[src/rtl/rr_grant_encoder.sv]
// rr_grant_encoder: round-robin arbiter that collapses per-bank request pulses
// into a registered valid/ready stream of bank addresses, one grant per transfer.
// Requests are held as sticky pending flags until granted.
module rr_grant_encoder #(
    parameter int n = 32
) (
    input  logic                 clk,
    input  logic                 rst_n,
    input  logic [n-1:0]         req,
    output logic [$clog2(n)-1:0] o_addr,
    output logic                 o_valid,
    input  logic                 o_ready,
    output logic                 busy
);
    localparam int a = $clog2(n);

    logic [n-1:0] r_pending;
    logic [a-1:0] r_ptr;
    logic [a-1:0] r_addr;
    logic         r_valid;

    logic [n-1:0] w_eff;
    logic [n-1:0] w_mask;
    logic [n-1:0] w_pick_vec;
    logic [n-1:0] w_onehot;
    logic [a-1:0] w_grant;
    logic [a-1:0] w_ptr_nxt;
    logic         w_any;
    logic         w_load;

    assign w_eff  = r_pending | req;
    assign w_any  = |w_eff;
    assign w_load = !r_valid || o_ready;

    // Rotating priority: prefer requests at or above ptr, otherwise fall back
    // to the lowest set bit overall (the wrapped part of the scan).
    always_comb begin
        w_mask = '0;
        for (int i = 0; i < n; i++) begin
            w_mask[i] = (a'(i) >= r_ptr);
        end
        w_pick_vec = (|(w_eff & w_mask)) ? (w_eff & w_mask) : w_eff;
    end

    // Lowest-set-bit encoder over the chosen half, plus the matching one-hot.
    always_comb begin
        w_grant  = '0;
        w_onehot = '0;
        for (int i = n - 1; i >= 0; i--) begin
            if (w_pick_vec[i]) w_grant = a'(i);
        end
        for (int i = 0; i < n; i++) begin
            w_onehot[i] = w_any && (a'(i) == w_grant);
        end
        // Wrap modulo n, which differs from 2^a when n is not a power of two.
        w_ptr_nxt = (w_grant == a'(n - 1)) ? '0 : w_grant + 1'b1;
    end

    // Output register acts as a one-entry pipeline stage with bypassing ready;
    // new requests accumulate into pending while the output is stalled.
    always_ff @(posedge clk) begin
        if (!rst_n) begin
            r_pending <= '0;
            r_ptr     <= '0;
            r_addr    <= '0;
            r_valid   <= 1'b0;
        end else if (w_load) begin
            if (w_any) begin
                r_addr    <= w_grant;
                r_valid   <= 1'b1;
                r_ptr     <= w_ptr_nxt;
                // A same-cycle pulse on the granted bank is consumed here.
                r_pending <= w_eff & ~w_onehot;
            end else begin
                r_valid   <= 1'b0;
                r_pending <= '0;
            end
        end else begin
            r_pending <= w_eff;
        end
    end

    assign o_addr  = r_addr;
    assign o_valid = r_valid;
    assign busy    = (|r_pending) || r_valid;

endmodule

[config.mk]
export PLATFORM = sky130hd
export DESIGN_NAME = rr_grant_encoder
export DESIGN_NICKNAME = d
export VERILOG_FILES = /design/src/rtl/rr_grant_encoder.sv
export SDC_FILE = /design/constraint.sdc
export NUM_CORES = 1
export LEC_CHECK = 0
export ABC_AREA = 0
export BUFFER_PORTS_ARGS = -buffer_cell sky130_fd_sc_hd__buf_2
export CORE_UTILIZATION = 30
export DETAILED_ROUTE_END_ITERATION = 10
export PLACE_DENSITY = 0.52
export RECOVER_POWER = 25
export SYNTH_ARGS = -nofsm -noshare
export SYNTH_HDL_FRONTEND = slang
export SYNTH_SLANG_ARGS = --single-unit
export TNS_END_PERCENT = 1
[constraint.sdc]
create_clock -name clk -period 6.5 [get_ports clk]
set_clock_uncertainty 0.05 [all_clocks]
set_input_delay 0.65 -clock clk [delete_from_list [all_inputs] [get_ports clk]]
set_output_delay 0.65 -clock clk [all_outputs]
set_load 0.01 [all_outputs]
==> Flow_metrics.wiki <==
{| class="wikitable"
! Metric !! Value
|-
| Status || finished, violations left
|-
| Violated checks || DRC
|-
| Remaining routing DRC violations || 10
|-
| Total Negative Setup Slacks || 0 ns
|-
| Number of fill cells || 1232
|-
| Largest net degree at the start of global routing || 34
|-
| Worst vdd rail ir drop || between 0.1 and 0.15 mV
|-
| Via density || 6.481
|-
| Gpl congestion || 0.9942
|-
| Final Hold Violating Endpoints || 0
|-
| Post-Synthesis Net Count || 514
|-
| CTS H-Tree Depth || 2
|-
| Max stage delay on crit path || 0.84 ns
|-
| Average instance area after synthesis || between 7 and 8 um^2
|-
| Part of the cycle the worst path needs || 0.8964
|-
| Capture endpoint of the worst hold path || o_addr[0]
|-
| Minimum period implied by the final worst setup slack || around 6 ns
|-
| Crit path max-delay cell type || dfxtp_1
|-
| Worst reg-to-reg setup slack || 0.67 ns
|-
| Count of pins on the block boundary || 42
|-
| Global route overflow || 0
|-
| DR vias || about 4200
|-
| Number of CTS-inserted buffers || 5
|-
| Category of cells accounting for the largest share of critical-path delay || simple AND/OR/NAND/NOR gates
|-
| Register area share after synthesis || 0.2397
|-
| Starting density of the core || 0.3105
|-
| Half-perimeter wire length after placement || 12410 um
|-
| GRT Resource Usage Total || 0.2567
|-
| Core Region || 11560 um^2
|-
| Setup repair after global routing missed its margin || false
|-
| Number of hold buffers added after cts || 0
|-
| Worst r2r path cells || 15
|-
| Fraction of final layout cells sized beyond drive strength 1 || 0.1706
|-
| Number of failing setup endpoints in the final timing report || 0
|-
| CTS tree || built
|-
| Number of enable flip-flop cells after synthesis || 0
|-
| Slew at the pin with the worst max-slew slack || 1.259 ns
|-
| Hold Path Stages || 2
|-
| Type of the setup path with the least slack || flip-flop to flip-flop
|-
| Async set-reset flop share out of synthesis || 0
|-
| PostCTS Resize Cnt || 0
|-
| Number of placed instances, taps included || 646
|-
| Max FO, Critical Path || 19
|-
| Drt total wl || between 15000 and 20000 um
|-
| CTS clk-pin slew, worst paths || 0.06 ns
|-
| Worst Setup End Kind || flip-flop
|-
| Remaining antenna violation count after routing || 0
|-
| Required time of the critical path || about 6.6 ns
|-
| Via count of the first global-routing pass || 4071
|-
| R2R Path Start || r_ptr[3]
|-
| Worst R2R End || r_ptr[2]
|-
| Power per Cell Area || 280.6 nW/um^2
|-
| Data arrival, critical path || about 6.0 ns
|-
| Utilization of the core after routing || 0.3522
|-
| Worst-case setup margin in the final layout || 0.6736 ns
|-
| Buffer type at the clock tree root || clkbuf_16
|-
| Total of buffers placed on input and output ports || 41
|-
| Maximum count of clock buffers along a single path || 2
|-
| Flip-flop and latch count after synthesis || 43
|-
| Initial DRC count || around 400
|-
| Count of maximum capacitance violations || 0
|-
| Slew Viols, Final || 0
|-
| Routed WL per cell || 24.18 um
|-
| Area delta synth->final || 13.41%
|-
| Share of the synthesized area in the top cell type || 0.2397
|-
| Post-synth top area cell || dfxtp_1
|-
| Setup Buffers After CTS || 0
|-
| CP Cell Sequence || and2_0, a311oi_1, nor4_1, nand3_1, or4_1, a31oi_2, nor4b_1, o21ai_0, nand2_1, nor2_1, and2_1, ha_1, nand3b_1, a211oi_1, a211o_1
|-
| Pre-antenna DRT Iters || 8
|-
| Fin cells || 653
|-
| Worst slew slack as a fraction of its limit || 0.1577
|-
| Floorplan die area || 12410 um^2
|-
| Number of nets in the finished design || ~550
|-
| Max Clock Freq || about 170 MHz
|-
| Warnings, synthesis || 0
|-
| Placement-stage worst setup slack || 1.032 ns
|-
| Number of core rows || 39
|-
| Initial antenna violation count || 0
|-
| Prevailing post-synth register cell || dfxtp_1
|-
| Diodes inserted || 0
|-
| Number of buffers and inverters on the critical path || 0
|-
| TritonCTS Sinks || 43
|-
| Static leakage || 1.516 nW
|-
| Clk_lat worst skew || 0.28 ns
|-
| Hold path startpoint || o_addr[0]
|-
| Area of the mapped netlist || 3591 um^2
|-
| Post-Syn Instances || 475
|-
| Kind of launch point of the worst setup path || flip-flop
|-
| Tightest Hold Check Type || flip-flop to flip-flop
|-
| Yosys cell types || 75
|-
| Wire length of the first global-routing pass || 24350 um
|-
| Die width || 111.4 um
|-
| Overall power after layout || 1.143 mW
|-
| Leading post-synthesis cells by cell area || dfxtp_1, a311oi_1, nor2_1, nand2_1, a21oi_1
|-
| Die boundary height || 111.4 um
|}
## through the flow
| stage | area [um^2] | hold slack (ns) |
|---|---|---|
| after floorplan | 3591 | 0.4377 |
| after global placement | 3926 | 0.4043 |
| after detailed placement | 3926 | 0.4155 |
| after CTS | 4089 | 0.4349 |
| after global routing | 4073 | 0.4484 |
| final | 4073 | 0.4335 |
## how the worst max path moves through the flow
stage                         from       end  cells past startpoint
after floorplan            req[16]  r_ptr[2]                     17
after global placement     req[17]  r_ptr[2]                     17
after detailed placement   req[17]  r_ptr[2]                     17
after CTS                 r_ptr[3]  r_ptr[2]                     16
after global routing      r_ptr[3]  r_ptr[2]                     15
final                     r_ptr[3]  r_ptr[2]                     15
## layer usage
metal  track usage  share of wire  vias up
met2        0.4075           0.45      216
met5             0              0        -
met1        0.3390           0.42     2044
met3       0.05498          0.084       49
met4        0.1027          0.043        0
li1              -              -     1923
## sequential cells by signal, summed over array words and instances (netlist names)
register   cells
r_ptr          5
o_valid        1
r_pending     32
o_addr         5
## Yosys cell counts, types with 3 or more instances
master	number
o22ai_1	13
or4_1	3
buf_2	8
buf_6	6
clkbuf_1	11
a211oi_1	8
nor3_1	11
o21ai_0	20
nand4_1	8
or2_2	3
or3_1	6
a2111oi_0	5
a21boi_0	3
o211ai_1	6
a21oi_1	25
dfxtp_1	43
o32ai_1	3
nand2_1	49
o21ai_1	3
nor2b_1	8
nor2_1	53
a21o_1	12
a311oi_1	29
a31oi_1	3
buf_4	5
ha_1	4
nor4_1	17
a221oi_1	3
a211o_1	7
o211a_1	3
and2_1	9
inv_1	9
a21oi_2	3
and3_1	5
nand3_1	11
or2_1	5
o21a_1	4
## worst reg2reg max path, delay by kind of cell, from the launching register on
kind                     cells  cell delay [ns]
AO/OA/AOI/OAI                5             1.33
adder cells (fa/ha/maj)      1             0.22
flip-flops                   1             0.84
AND/OR/NAND/NOR              9             3.29
## placed cells by master (no fill, tap or decap), types with 4 or more instances in the layout
cell / netlist / routed
nand3_1: 11 / 11
buf_2: 8 / 33
nor4_1: 17 / 17
ha_1: 4 / 4
a211o_1: 7 / 7
a2111oi_0: 5 / 5
buf_4: 5 / 20
and3_1: 5 / 5
o22ai_1: 13 / 13
dfxtp_1: 43 / 43
or2_1: 5 / 5
nor3_1: 11 / 11
nor2_1: 53 / 54
a211oi_1: 8 / 8
a21o_1: 12 / 12
inv_1: 9 / 9
o211ai_1: 6 / 6
a21oi_1: 25 / 25
nor2b_1: 8 / 8
clkbuf_1: 11 / 8
a311oi_1: 29 / 29
or3_1: 6 / 6
clkbuf_16: 0 / 5
and2_1: 9 / 8
nand2_1: 49 / 49
o21a_1: 4 / 4
o21ai_0: 20 / 21
nand4_1: 8 / 8
## report_power, final
| group | internal (mW) | switching (mW) | leakage [nW] |
|---|---|---|---|
| logic | 0.167 | 0.356 | 1.08 |
| clock network | 0.179 | 0.105 | 0.0759 |
| registers | 0.297 | 0.0390 | 0.359 |
| total | 0.643 | 0.500 | 1.52 |
## kinds of logic (layout without fill, tap and decap cells)
family / after synthesis / in the layout / share of synthesized area
adders and majority gates: 4 / 4 / 0.01394
buffers and inverters: 42 / 77 / 0.06481
and+or+nand+nor: 204 / 204 / 0.2916
DFF: 43 / 43 / 0.2397
AOI/OAI and AO/OA: 182 / 182 / 0.3899
## area by class of cell
cell class | instances | area [um^2] | area share
Multi-Input combinational cell | 390 | 2491 | 0.6117
Timing Repair Buffer | 61 | 345.3 | 0.08479
Tap cell | 143 | 178.9 | 0.04393
Clock inverter | 2 | 37.54 | 0.009217
Clock buffer | 5 | 125.1 | 0.03072
Inverter | 9 | 33.78 | 0.008295
Sequential cell | 43 | 860.8 | 0.2114
Note: power is estimated with default switching activity, not from simulation.
